$ cat src/rtl/rob_commit_unit_if.sv
// rtl/rob_commit_unit_if.sv - dispatch, CDB, flush and register-file commit signals of the ROB
interface rob_commit_unit_if #(
  parameter int DEPTH  = 8,
  parameter int TAG_W  = 3,
  parameter int DATA_W = 32
);
  logic              allocValid;
  logic [4:0]        allocDest;
  logic              allocWritesReg;
  logic              allocReady;
  logic [TAG_W-1:0]  allocTag;
  logic              cdbValid;
  logic [TAG_W-1:0]  cdbTag;
  logic [DATA_W-1:0] cdbData;
  logic              flush;
  logic              ROBwriteEnable;
  logic [4:0]        ROBwriteIndex;
  logic [DATA_W-1:0] ROBwriteData;
  logic [TAG_W:0]    count;
  logic              empty;
  logic              full;

  modport master (
    output allocValid, allocDest, allocWritesReg, cdbValid, cdbTag, cdbData, flush,
    input  allocReady, allocTag, ROBwriteEnable, ROBwriteIndex, ROBwriteData,
           count, empty, full
  );

  modport slave (
    input  allocValid, allocDest, allocWritesReg, cdbValid, cdbTag, cdbData, flush,
    output allocReady, allocTag, ROBwriteEnable, ROBwriteIndex, ROBwriteData,
           count, empty, full
  );
endinterface

$ cat src/rtl/rob_commit_unit.sv
// rtl/rob_commit_unit.sv - circular reorder buffer retiring in order to a register-file write port
module rob_commit_unit #(
  parameter int DEPTH  = 8,
  parameter int TAG_W  = 3,
  parameter int DATA_W = 32
) (
  input  logic            clk,
  input  logic            rst_n,
  rob_commit_unit_if.slave rob
);
  typedef enum logic {IDLE, PULSE} state_e;

  localparam logic [TAG_W:0] FULL_CNT = (TAG_W+1)'(DEPTH);

  state_e            state_q, state_d;
  logic [DEPTH-1:0]  valid_q, done_q, wreg_q;
  logic [4:0]        dest_q [DEPTH];
  logic [DATA_W-1:0] data_q [DEPTH];
  logic [TAG_W-1:0]  head_q, tail_q;
  logic [TAG_W:0]    count_q;
  logic              we_q;
  logic [4:0]        widx_q;
  logic [DATA_W-1:0] wdata_q;

  logic full_w, alloc_fire, cdb_hit, pop, commit_wr;

  always_comb begin
    full_w     = (count_q == FULL_CNT);
    alloc_fire = rob.allocValid && !full_w;
    cdb_hit    = rob.cdbValid && valid_q[rob.cdbTag];
    pop        = (state_q == IDLE) && valid_q[head_q] && done_q[head_q];
    commit_wr  = pop && wreg_q[head_q] && (dest_q[head_q] != 5'd0);
    state_d    = state_q;
    case (state_q)
      IDLE:    if (commit_wr) state_d = PULSE;
      PULSE:   state_d = IDLE;
      default: state_d = IDLE;
    endcase
    if (rob.flush) state_d = IDLE;
  end

  // Payload needs no reset: it is only observed through a set valid bit.
  always_ff @(posedge clk) begin
    if (alloc_fire) begin
      wreg_q[tail_q] <= rob.allocWritesReg;
      dest_q[tail_q] <= rob.allocDest;
    end
    if (cdb_hit) data_q[rob.cdbTag] <= rob.cdbData;
  end

  always_ff @(posedge clk) begin
    if (!rst_n) begin
      state_q <= IDLE;
      valid_q <= '0;
      done_q  <= '0;
      head_q  <= '0;
      tail_q  <= '0;
      count_q <= '0;
      we_q    <= 1'b0;
      widx_q  <= '0;
      wdata_q <= '0;
    end else begin
      state_q <= state_d;
      if (rob.flush) begin
        valid_q <= '0;
        done_q  <= '0;
        head_q  <= '0;
        tail_q  <= '0;
        count_q <= '0;
        we_q    <= 1'b0;
      end else begin
        if (cdb_hit) done_q[rob.cdbTag] <= 1'b1;
        if (alloc_fire) begin
          valid_q[tail_q] <= 1'b1;
          done_q[tail_q]  <= 1'b0;
          tail_q          <= tail_q + 1'b1;
        end
        if (pop) begin
          valid_q[head_q] <= 1'b0;
          head_q          <= head_q + 1'b1;
        end
        count_q <= count_q + {{TAG_W{1'b0}}, alloc_fire} - {{TAG_W{1'b0}}, pop};
        // A pop is only possible from IDLE, so the strobe always drops after one cycle.
        we_q <= commit_wr;
        if (commit_wr) begin
          widx_q  <= dest_q[head_q];
          wdata_q <= data_q[head_q];
        end
      end
    end
  end

  assign rob.allocReady     = !full_w;
  assign rob.allocTag       = tail_q;
  assign rob.ROBwriteEnable = we_q;
  assign rob.ROBwriteIndex  = widx_q;
  assign rob.ROBwriteData   = wdata_q;
  assign rob.count          = count_q;
  assign rob.empty          = (count_q == '0);
  assign rob.full           = full_w;
endmodule

$ cat src/flat_wrapper.sv
// flat-port wrapper written by rule: the top's interface ports become plain ports
module rob_commit_unit_flat 
#(
  parameter int DEPTH  = 8,
  parameter int TAG_W  = 3,
  parameter int DATA_W = 32
)
  (clk, rst_n, rob_allocValid, rob_allocDest, rob_allocWritesReg, rob_cdbValid, rob_cdbTag, rob_cdbData, rob_flush, rob_allocReady, rob_allocTag, rob_ROBwriteEnable, rob_ROBwriteIndex, rob_ROBwriteData, rob_count, rob_empty, rob_full);
  rob_commit_unit_if #(.DEPTH(DEPTH), .TAG_W(TAG_W), .DATA_W(DATA_W)) rob_i ();
  input  logic clk;
  input  logic rst_n;
  input wire logic [$bits(rob_i.allocValid)-1:0] rob_allocValid;
  input wire logic [$bits(rob_i.allocDest)-1:0] rob_allocDest;
  input wire logic [$bits(rob_i.allocWritesReg)-1:0] rob_allocWritesReg;
  input wire logic [$bits(rob_i.cdbValid)-1:0] rob_cdbValid;
  input wire logic [$bits(rob_i.cdbTag)-1:0] rob_cdbTag;
  input wire logic [$bits(rob_i.cdbData)-1:0] rob_cdbData;
  input wire logic [$bits(rob_i.flush)-1:0] rob_flush;
  output wire logic [$bits(rob_i.allocReady)-1:0] rob_allocReady;
  output wire logic [$bits(rob_i.allocTag)-1:0] rob_allocTag;
  output wire logic [$bits(rob_i.ROBwriteEnable)-1:0] rob_ROBwriteEnable;
  output wire logic [$bits(rob_i.ROBwriteIndex)-1:0] rob_ROBwriteIndex;
  output wire logic [$bits(rob_i.ROBwriteData)-1:0] rob_ROBwriteData;
  output wire logic [$bits(rob_i.count)-1:0] rob_count;
  output wire logic [$bits(rob_i.empty)-1:0] rob_empty;
  output wire logic [$bits(rob_i.full)-1:0] rob_full;
  assign rob_i.allocValid = rob_allocValid;
  assign rob_i.allocDest = rob_allocDest;
  assign rob_i.allocWritesReg = rob_allocWritesReg;
  assign rob_i.cdbValid = rob_cdbValid;
  assign rob_i.cdbTag = rob_cdbTag;
  assign rob_i.cdbData = rob_cdbData;
  assign rob_i.flush = rob_flush;
  assign rob_allocReady = rob_i.allocReady;
  assign rob_allocTag = rob_i.allocTag;
  assign rob_ROBwriteEnable = rob_i.ROBwriteEnable;
  assign rob_ROBwriteIndex = rob_i.ROBwriteIndex;
  assign rob_ROBwriteData = rob_i.ROBwriteData;
  assign rob_count = rob_i.count;
  assign rob_empty = rob_i.empty;
  assign rob_full = rob_i.full;
  rob_commit_unit #(.DEPTH(DEPTH), .TAG_W(TAG_W), .DATA_W(DATA_W)) u_core (.clk(clk), .rst_n(rst_n), .rob(rob_i));
endmodule
$ cat config.mk
export PLATFORM = sky130hd
export DESIGN_NAME = rob_commit_unit_flat
export DESIGN_NICKNAME = d
export VERILOG_FILES = /design/src/rtl/rob_commit_unit_if.sv /design/src/rtl/rob_commit_unit.sv /design/src/flat_wrapper.sv
export SDC_FILE = /design/constraint.sdc
export NUM_CORES = 1
export LEC_CHECK = 0
export BUFFER_PORTS_ARGS = -buffer_cell sky130_fd_sc_hd__buf_2
export CAP_MARGIN = 20
export CORE_MARGIN = 2
export CORE_UTILIZATION = 54
export DETAILED_ROUTE_END_ITERATION = 10
export GPL_TIMING_DRIVEN = 0
export PLACE_DENSITY = 0.75
export REMOVE_ABC_BUFFERS = 1
export SLEW_MARGIN = 20
export SYNTH_ARGS = -nofsm -noshare
export SYNTH_HDL_FRONTEND = slang
export SYNTH_SLANG_ARGS = --single-unit
$ cat constraint.sdc
create_clock -name clk -period 8.7 [get_ports clk]
set_input_delay 2.61 -clock clk [delete_from_list [all_inputs] [get_ports clk]]
set_output_delay 2.61 -clock clk [all_outputs]
set_load 0.05 [all_outputs]
---- Word level (Yosys, flattened, before mapping) ----
Memory sizes are Yosys's and may differ from the RTL's. A register that Yosys moved wholly into a read port is not among the register bits.
Cells that the tools add are included.
word-level totals
  bits in registers ....................... 41
  RAM bits ................................ 296
  input port bits ......................... 46
  output and inout bits ................... 48
  logic and storage cells ................. 77
  memories ................................ 2
operators by class
  $add $sub $neg .......................... 4
  magnitude comparators ................... 6
  eq/ne operators ......................... 1
  muxes and demuxes ....................... 31
  bitwise operators ....................... 9
  reduce and logical (&&, ||, !) cells .... 15
memories
  memory         depth  bits a word  rd ports  clocked after memory_dff  wr ports  RTL line               RTL
  u_core.data_q  8      32           1         1                         1         rob_commit_unit.sv:18  logic [DATA_W-1:0] data_q [DEPTH];
  u_core.dest_q  8      5            1         1                         1         rob_commit_unit.sv:17  logic [4:0] dest_q [DEPTH];
operators by type and width
  kind                   number
  $mux W8                8
  $and A8 B8 Y8          2
  $not A8 Y8             2
  $or A8 B8 Y8           2
  $bmux W1 S3            4
  $lt A3 B4 Y1 const B   3
  $mux W1                12
  $demux W1 S3           3
  $ge A3 B1 Y1 const B   3
  $logic_and A1 B1 Y1    9
  $bwmux W8              1
  $add A3 B1 Y3 const B  2
  $mux W3                2
  $reduce_bool A5 Y1     1
  $add A4 B1 Y4          1
  $eq A4 B4 Y1 const B   1
  $logic_not A4 Y1       1
  $sub A4 B1 Y4          1
  $not A1 Y1             3
  $logic_not A1 Y1       2
  $pmux W1 S2            1
  $reduce_and A2 Y1      1
  $reduce_or A2 Y1       1

---- Longest topological paths before layout ----
Gate-level depths: netlist (run 1).
  depth in word-level cells ............... 10
  depth in mapped cells ................... 13
  mapped depth without buffers ............ 11

---- Worst setup path before layout (run 1) ----
Ideal clock, no wire load.
  path type ............................... input port to flip-flop
  start point ............................. input rob_cdbTag[1]
  end point ............................... memory u_core.data_q[0][0] (enable)
  arrival time ............................ 8.198 ns
  setup slack ............................. -0.098 ns
  stages .................................. 3
  buffers on the path ..................... 1
  path through ............................ clkbuf_1 mux2i_1 a2111oi_0
between the ends
  longest elaborated chain between the ends .. 5
ends and longest elaborated chain
  item                           RTL line               RTL
  start: declaration             flat_wrapper.sv:16     input wire logic [$bits(rob_i.cdbTag)-1:0] rob_cdbTag;
  $bmux W1 S3                    rob_commit_unit.sv:30  cdb_hit = rob.cdbValid && valid_q[rob.cdbTag];
  $mux W1 (implied by the code)  rob_commit_unit.sv:30
  $logic_and A1 B1 Y1            rob_commit_unit.sv:30
  $mux W1                        rob_commit_unit.sv:48  if (cdb_hit) data_q[rob.cdbTag] <= rob.cdbData;
  $mux W1 (implied by the code)  rob_commit_unit.sv:48
  end: declaration               rob_commit_unit.sv:18
Parallel ways exist; a longest one is shown, timed or not. The select of a mux whose other input is x is not followed.

---- Worst setup path in the final report (run 1) ----
  start point ............................. input rob_cdbTag[0]
  end point ............................... memory u_core.data_q[0][2] (enable)
The elaborated chain is that of the path after synthesis.

==> results of run 1 <==
==> power breakdown <==
group / switching (mW) / internal (mW) / leakage, nW / total [mW]
sequential: 0.00210 / 1.93 / 3.29 / 1.93
combinational: 0.0466 / 0.0203 / 2.02 / 0.0669
clock: 0.650 / 0.957 / 0.608 / 1.61
==> worst paths after layout <==
kind | startpoint | to | slack [ns] | depth (start not counted)
worst max-delay path | rob_cdbTag[0] | u_core.data_q[0][2]$_DFFE_PP_ | 4.20 | 6
worst min-delay path | u_core.rob.ROBwriteData[22]$_SDFFE_PN0P_ | u_core.rob.ROBwriteData[22]$_SDFFE_PN0P_ | 0.45 | 2
worst max register to register | u_core.head_q[1]$_SDFFE_PP0N_ | u_core.rob.count[2]$_SDFF_PP0_ | 5.30 | 12
worst min register to register | u_core.rob.ROBwriteData[22]$_SDFFE_PN0P_ | u_core.rob.ROBwriteData[22]$_SDFFE_PN0P_ | 0.45 | 2
==> registers in the layout, summed over array words and instances, names as in the netlist, named ones only <==
name                       cells
u_core.valid_q                 8
u_core.rob.ROBwriteData       32
u_core.dest_q                 40
u_core.state_q                 1
u_core.rob.ROBwriteEnable      1
u_core.done_q                  8
u_core.rob.allocTag            3
u_core.head_q                  3
u_core.data_q                256
u_core.rob.count               4
u_core.rob.ROBwriteIndex       5
u_core.wreg_q                  8
==> metrics by stage <==
stage | power (mW) | TNS [ns]
detailed placement | 2.03 | 0
floorplan | 1.99 | -2.61
global placement | 2.03 | -450.39
global route | 3.70 | 0
CTS | 3.62 | 0
finish | 3.60 | 0
==> area by class of cell <==
class / instances / area, sq um
tap: 335 / 419
antenna: 3 / 7.51
timing repair buffer: 139 / 896
inverter: 11 / 41.3
clock inverter: 14 / 163
clock buffer: 56 / 1080
multi-input combinational: 337 / 3650
fill: 1809 / 9300
sequential: 372 / 10500
==> routing by layer <==
layer  global-route usage  vias up  share of wire
met3               0.0411       70          0.064
met4               0.0671        2          0.029
met1                0.277     3732           0.41
met2                0.335      277           0.49
met5                    0        -        0.00057
li1                     -     3289              -
==> worst min-delay path, cell delays in order, from the launching register on <==
cell     delay [ns]
dfxtp_1        0.30
nand2_1        0.05
mux2i_1        0.05
==> Yosys cell counts (2+ instances only) <==
master / n
buf_4: 5
buf_1: 6
nor2b_1: 2
mux4_2: 79
nor4b_1: 3
nor4_1: 2
a21o_1: 2
and4_1: 2
ha_1: 8
mux2i_1: 41
nor2_1: 25
mux2_2: 38
buf_8: 2
clkbuf_1: 21
nand2_1: 81
inv_1: 11
o221a_2: 8
a31o_2: 2
dfxtp_1: 68
nand4_1: 2
nor3_1: 11
edfxtp_1: 304
nand2b_1: 10
buf_2: 8
a21oi_1: 5
and2_1: 3
xor2_1: 3
==> kinds of logic after synthesis <==
group,synth area share
and+or+nand+nor,0.0444
AOI/OAI and AO/OA,0.0131
xor gates and xnor gates,0.00244
adders and majority gates,0.00838
muxes,0.183
DFF,0.732
buffers and inverters,0.0175
==> qor.yml, run 1 <==
worstSetupStartpointType: "input pin"
cpPeakStageDelay_ns: 0.81
cap_violations: 0
yosys.area.top_type_share: 0.637
fin_skew_ns: 0.0153
synthArstFlopShare: 0
yosys_warnings: 0
antenna_found_initial: 3
vdd_drop_max_mv: 0.179
core_sq_mm: 0.0261
yosys.area.top_type: "edfxtp_1"
drc: 0
drive_gt1_frac: 0.360
ys_ff_latch: 372
cts_tree: "done"
utilization: 0.643
clockRootBuffer: "clkbuf_16"
worstMarginPinSlew_ns: 0.950
syn_to_final_growth_pct: 16.9
dieHeight_um: 167
critPathCaptureType: "flip-flop"
finalHoldViolCount: 0
rows: 59
yosysSeqAreaShare: 0.732
ys_types: 37
syn_area_sq_mm: 0.0143
post_cts.repair.setup_buffers: 0
stdcell_area_sq_mm: 0.0168
synthTopCellsByArea: "edfxtp_1 64%, mux4_2 12%, dfxtp_1 9.5%"
ys.flop_type: "edfxtp_1"
die-area_sq_mm: 0.0279
drtIter0Drc: 578
dpl.cell_count: 1194
setup_slack_ns: 4.20
wirelength_um: 28100
path_buf_inv: 4
post-dp-hpwl_um: 17800
grt_first_pass_wirelength_um: 43200
p_leak_nw: 5.91
syn_avg_cell_area_sq_um: 18.8
overflow: 0
clockBufferDepth: 3
numClockSinks: 372
cts_resized: 0
power.density_mw_per_mm2: 215
dpl_cell_area_sq_mm: 0.0155
layout.cells.non_filler: 1267
layout_commonest_cell: "edfxtp_1"
vias: 7370
synth_cells: 762
clkTransAtPathRegs_ns: 0.06
place_ws_ns: 3.72
finalCritPeriodShare: 0.517
min_period_ns: 4.50
first_pass_iters: 5
fin_nets: 954
cts-buffers-inserted: 38
grt_use_total: 0.204
rsz0062_at_grt: "no"
final_cell_mix: "304 x edfxtp_1, 119 x buf_2, 81 x nand2_1"
critPathSlowestCell: "a2111oi_2"
critPathTopFamily: "buffers and inverters"
slew_headroom: 0.364
status: "completed"
numPortBuffers: 93
crit_required_ns: 8.93
ctsHoldBuffers: 0
clk_latency_ns: 0.53
crit_chain: "buf_2 -> mux2_2 -> a2111oi_2 -> buf_2 -> buf_2 -> buf_2"
hp-class: "flip-flop to flip-flop"
initial_core_util: 0.550
grt_max_degree: 64
vias_per_cell: 5.82
die_x_um: 167
holdWs_ns: 0.455
cts_htree_levels: 2
synth_edf_count: 304
cpMostUsedCell: "buf_2"
place_congestion: 0.728
finalMaxSlewViolations: 0
ios: 94
critPathArrivalTime_ns: 4.73
wl_per_cell_um: 22.2
path_class: "input pin to flip-flop"
finalSetupViolations: 0
ant_nets: 0
cp_max_fo: 9
grt_pass1_vias: 7476
clock.fmax_mhz: 222
Power figures use the tool's default switching activity.
==> run 2: changes to the inputs <==
Settings changed: ABC_AREA set to 1, CORE_UTILIZATION 54 to 55, PLACE_DENSITY 0.75 to 0.73.
Clock period 8.7 ns to 4.2 ns, I/O delays scaled along.
==> run 2 against run 1 <==
Against the previous run:
- clock-buffer cell count fell by 9
- synthesized area increased by 2.9%
- core utilization is 0.52 points higher
- combinational power is 130% higher
- synthesized cell count grew 72%
- register-to-register slack lost 4.7 ns
- critical endpoint is now u_core.rob.count[2]$_SDFF_PP0_
- highest routed layer is now met4
- critical path depth increased by 9
- worst setup slack worse by 3.6 ns
- non-clock buffer count decreased by 32
- total power is 110% higher
- clock skew grew 0.0063 ns
- first-iteration DRC count increased by 70%
==> qor.yml, run 2 <==
fillers: 1906
fin_skew_ns: 0.0216
yosys_warnings: 0
synth_xor_area_frac: 0.000593
wl_per_cell_um: 18.5
hp-class: "flip-flop to flip-flop"
wirelength_um: 32700
antenna_found_initial: 5
grt_use_total: 0.234
muxShareOfSynthArea: 0
core_sq_mm: 0.0262
initial_core_util: 0.563
cts_tree: "done"
ys.flop_type: "edfxtp_1"
finalCritPeriodShare: 0.848
totalPowerFinal_mw: 7.55
ys_types: 36
finalSetupViolations: 0
synth_cells: 1312
power.density_mw_per_mm2: 444
ys_ff_latch: 372
drtIter0Drc: 980
synthArstFlopShare: 0
drc: 0
rsz0062_at_grt: "no"
critPathSlowestCell: "nor2_4"
grt_max_degree: 102
fin_nets: 1450
synth_edf_count: 304
yosys.area.top_type: "edfxtp_1"
synth.most_common_cell: "edfxtp_1"
largest_reg_flops: 256
synth-simple-area-share: 0.145
grt_pass1_vias: 9700
path_class: "flip-flop to flip-flop"
overflow: 0
syn_avg_cell_area_sq_um: 11.2
cts_htree_levels: 2
regMostFlops: "u_core.data_q"
cpMostUsedCell: "inv_1"
cts_resized: 0
post_cts.repair.setup_buffers: 0
clockBufferDepth: 3
synthTopCellsByArea: "edfxtp_1 62%, dfxtp_1 9.2%, nor2_1 6.5%"
layout_commonest_cell: "edfxtp_1"
path_buf_inv: 4
slew_headroom: 0.257
crit_chain: "inv_2 -> nor2_4 -> nand3_1 -> nand2_1 -> inv_1 -> nand2_2 -> nand2_2 -> nor2_8 -> ha_1 -> inv_1 -> ha_1 -> inv_1 -> fa_1 -> xor2_1 -> nor2_1"
ios: 94
critPathArrivalTime_ns: 3.96
regArea_sq_mm: 0.0105
multi_input_area_sq_mm: 0.00356
ant_nets: 0
drive_gt1_frac: 0.136
finalHoldViolCount: 0
cap_violations: 0
die-area_sq_mm: 0.0282
yosysSeqAreaShare: 0.711
r2r_setup_slack_ns: 0.64
synthAdderAreaFrac: 0.00814
clk_latency_ns: 0.53
grt_first_pass_wirelength_um: 51200
synth_top_family_by_area: "simple AND/OR/NAND/NOR gates"
rows: 59
yosys-top-cells-count: "304 x edfxtp_1, 254 x nor2_1, 156 x nand2_1"
crit_required_ns: 4.60
cpPeakStageDelay_ns: 0.85
vias_per_cell: 5.60
dpl.cell_count: 1690
synth-compound-area-share: 0.0871
vdd_drop_max_mv: 0.359
worstMarginPinSlew_ns: 1.11
die_x_um: 168
clkTransAtPathRegs_ns: 0.06
place_congestion: 0.850
stdcell_area_sq_mm: 0.0170
status: "completed"
clockRootBuffer: "clkbuf_16"
dieHeight_um: 168
min_period_ns: 3.56
ctsHoldBuffers: 0
post-dp-hpwl_um: 18500
numClockSinks: 372
syn_to_final_growth_pct: 15.1
cp_max_fo: 36
vias: 9870
numPortBuffers: 93
cts-buffers-inserted: 38
critPathTopFamily: "simple AND/OR/NAND/NOR gates"
worstSetupStartpointType: "flip-flop"
layout.cells.non_filler: 1763
finalMaxSlewViolations: 0
clock.fmax_mhz: 281
yosys.area.top_type_share: 0.619
critPathCaptureType: "flip-flop"
first_pass_iters: 5
p_leak_nw: 6.39
dpl_cell_area_sq_mm: 0.0157
syn_area_sq_mm: 0.0148
final_cell_mix: "304 x edfxtp_1, 253 x nor2_1, 155 x nand2_1"
run 2: power breakdown:
part | total [mW] | leakage [nW] | switching (mW) | internal, mW
sequential | 4.00 | 3.29 | 0.00503 | 3.99
clock | 3.40 | 0.631 | 1.38 | 2.02
combinational | 0.151 | 2.48 | 0.111 | 0.0395
run 2: cell type report:
cell class              count  area share
flip-flops and latches    372       0.618
multi-input cells         761       0.210
clock buffers              47      0.0610
repair buffers            107      0.0465
inverters                 115      0.0257
well taps                 335      0.0247
clock inverters            22      0.0141
diodes                      4    0.000589
run 2: stage by stage:
stage          worst slack, ns  hold WS, ns   util  TNS, ns
3_3_place_gp             -5.50        0.435  0.586  -286.55
2_1_floorplan            -1.64        0.425      -   -64.26
5_1_grt                  0.410        0.467  0.648        0
6_report                 0.640        0.446  0.648        0
4_1_cts                  0.691        0.447  0.648        0
3_5_place_dp             0.434        0.438  0.599        0
run 2: cell families after synthesis:
logic type,after synthesis
simple gates,516
fa+ha+maj,9
flops,372
buf+inv,179
xor+xnor,1
compound gates,235
run 2: final timing paths:
path,start,to,depth (start not counted)
worst min register to register,u_core.done_q[3]$_SDFF_PP0_,u_core.done_q[3]$_SDFF_PP0_,2
worst max-delay path,u_core.head_q[1]$_SDFFE_PP0N_,u_core.rob.count[2]$_SDFF_PP0_,15
worst min-delay path,u_core.done_q[3]$_SDFF_PP0_,u_core.done_q[3]$_SDFF_PP0_,2
worst max register to register,u_core.head_q[1]$_SDFFE_PP0N_,u_core.rob.count[2]$_SDFF_PP0_,15
run 2: layer usage:
layer,track usage,up-vias,part of all wire
met4,0.0843,0,0.024
met1,0.305,4709,0.41
met3,0.0402,66,0.068
met5,0,-,0
li1,-,4712,-
met2,0.400,383,0.49
run 2: worst reg2reg max path, cell delays in order (launching register included):
cell	delay, ns
dfxtp_1	0.56
inv_2	0.11
nor2_4	0.85
nand3_1	0.22
nand2_1	0.12
inv_1	0.05
nand2_2	0.07
nand2_2	0.09
nor2_8	0.21
ha_1	0.27
inv_1	0.05
ha_1	0.13
inv_1	0.06
fa_1	0.40
xor2_1	0.16
nor2_1	0.06
==> run 3: changes to the inputs <==
Settings changed: ABC_AREA 1 to 0.
Clock period 4.2 ns to 3.4 ns, I/O delays scaled along.
==> run 3 against run 2 <==
Against the previous run:
- critical path type unchanged
- first-iteration DRC count shrank 38%
- die area shrank 2.8%
- critical path depth shrank 4
- critical endpoint unchanged
- largest power group unchanged
==> qor.yml, run 3 (same netlist as run 1, synthesis figures left out) <==
status: "completed"
cts_resized: 0
slew_headroom: 0.332
clock_power_share: 0.440
cpMostUsedCell: "inv_1"
vias_per_cell: 5.81
drtIter0Drc: 607
clk_latency_ns: 0.52
antenna_found_initial: 4
min_period_ns: 3.22
power.density_mw_per_mm2: 546
initial_core_util: 0.555
grt_pass1_vias: 7569
overflow: 0
rows: 59
die_x_um: 165
worstMarginPinSlew_ns: 0.999
critPathArrivalTime_ns: 3.61
multi_input_area_sq_mm: 0.00365
grt_use_total: 0.219
utilization: 0.647
critPathCaptureType: "flip-flop"
vdd_drop_max_mv: 0.394
die-area_sq_mm: 0.0274
crit_chain: "mux4_2 -> a2bb2oi_1 -> nand3_1 -> inv_1 -> ha_1 -> inv_1 -> ha_1 -> inv_1 -> fa_1 -> xor2_1 -> nor2_1"
r2r_setup_slack_ns: 0.18
largest_reg_flops: 256
cts_tree: "done"
final_cell_mix: "304 x edfxtp_1, 117 x buf_2, 81 x nand2_1"
seqPwrFrac: 0.541
core_sq_mm: 0.0258
rsz0062_at_grt: "no"
finalMaxSlewViolations: 0
cts_htree_levels: 2
fillers: 1748
regMostFlops: "u_core.data_q"
wl_per_cell_um: 23.3
cts-buffers-inserted: 37
ios: 94
vias: 7343
grt_first_pass_wirelength_um: 43800
cpPeakStageDelay_ns: 0.84
finalHoldViolCount: 0
ant_nets: 0
clockBufferDepth: 3
dpl.cell_count: 1192
fin_nets: 954
syn_to_final_growth_pct: 16.6
numPortBuffers: 93
clkTransAtPathRegs_ns: 0.06
path_class: "flip-flop to flip-flop"
finalSetupViolations: 0
place_congestion: 0.738
internal_power_mw: 7.36
numClockSinks: 372
critPathSlowestCell: "dfxtp_4"
finalCritPeriodShare: 0.948
cp_max_fo: 44
p_sw_mw: 1.76
clock.fmax_mhz: 310
clockRootBuffer: "clkbuf_16"
tns_ns: 0
layout_commonest_cell: "edfxtp_1"
layout.cells.non_filler: 1264
dieHeight_um: 165
cap_violations: 0
drc: 0
regArea_sq_mm: 0.0105
hp-class: "flip-flop to flip-flop"
grt_max_degree: 59
p_comb_frac: 0.019
p_leak_nw: 5.90
fin_skew_ns: 0.0183
drive_gt1_frac: 0.363
first_pass_iters: 5
worstSetupStartpointType: "flip-flop"
p_sw_frac: 0.193
wirelength_um: 29500
crit_required_ns: 3.78
post-dp-hpwl_um: 18300
-- run 3: cell count changes in the layout (fill, tap and decap cells not counted), sizes merged, moves of 32 or more --
cell   previous run  this run
mux4              0        79
mux2i             0        41
nand3            85         1
mux2              0        38
nor2            260        25
buf             107       139
o21ai           138         0
nand2           159        81
inv             116        12
o22ai            65         0
-- run 3: final timing paths --
path	from	to	cells past startpoint
setup reg to reg	u_core.head_q[2]$_SDFFE_PP0N_	u_core.rob.count[2]$_SDFF_PP0_	11
hold / removal	u_core.rob.ROBwriteData[14]$_SDFFE_PN0P_	u_core.rob.ROBwriteData[14]$_SDFFE_PN0P_	2
hold reg to reg	u_core.rob.ROBwriteData[14]$_SDFFE_PN0P_	u_core.rob.ROBwriteData[14]$_SDFFE_PN0P_	2
setup / recovery	u_core.head_q[2]$_SDFFE_PP0N_	u_core.rob.count[2]$_SDFF_PP0_	11
-- run 3: metrics by stage --
step / setup slack, ns / instance area, sq um / hold slack [ns] / total power [mW]
final: 0.177 / 16700 / 0.454 / 9.12
after global placement: -9.92 / 15000 / 0.441 / 5.19
after floorplan: -3.79 / 14100 / 0.465 / 5.10
after CTS: 0.0612 / 16700 / 0.460 / 9.20
after detailed placement: -0.171 / 15400 / 0.449 / 5.20
after global routing: 0.00161 / 16700 / 0.478 / 9.38
-- run 3: layout make-up --
type / count / area share
flip-flops and latches: 372 / 0.628
diodes: 3 / 0.000449
clock buffers: 48 / 0.0617
clock inverters: 18 / 0.0109
repair buffers: 140 / 0.0527
multi-input cells: 337 / 0.218
inverters: 11 / 0.00247
well taps: 335 / 0.0251
-- run 3: worst max-delay path, delay by kind of cell (launching register included) --
kind,cells,cell delay (ns)
xor gates and xnor gates,1,0.17
AOI/OAI and AO/OA,1,0.17
muxes,1,0.59
DFF,1,0.84
and+or+nand+nor,2,0.20
adders and majority gates,3,0.84
buffers and inverters,3,0.25
-- run 3: timing repair --
| action | in CTS | in global routing |
|---|---|---|
| buffers inserted | 1 | 1 |
| setup endpoints to repair | 1 | 1 |
| hold buffers | 0 | 0 |
| gates cloned | 0 | 1 |
-- run 3: power by group through the flow --
| stage | Combinational [mW] | Clock [mW] | Sequential (mW) |
|---|---|---|---|
| detailed placement | 0.172 | 0 | 5.03 |
| CTS | 0.174 | 4.09 | 4.93 |
| finish | 0.173 | 4.01 | 4.93 |
| floorplan | 0.0523 | 0 | 5.04 |
| global placement | 0.151 | 0 | 5.03 |
| global route | 0.189 | 4.26 | 4.93 |
-- run 3: metal layers --
layer  global-route usage  vias up  part of all wire  wire length, um
li1                     -     3277                 -                -
met1                0.281     3791              0.40            11800
met2                0.379      217              0.51            15200
met3               0.0417       58             0.057             1670
met4               0.0713        0             0.027              807
met5                    0        -                 0                0
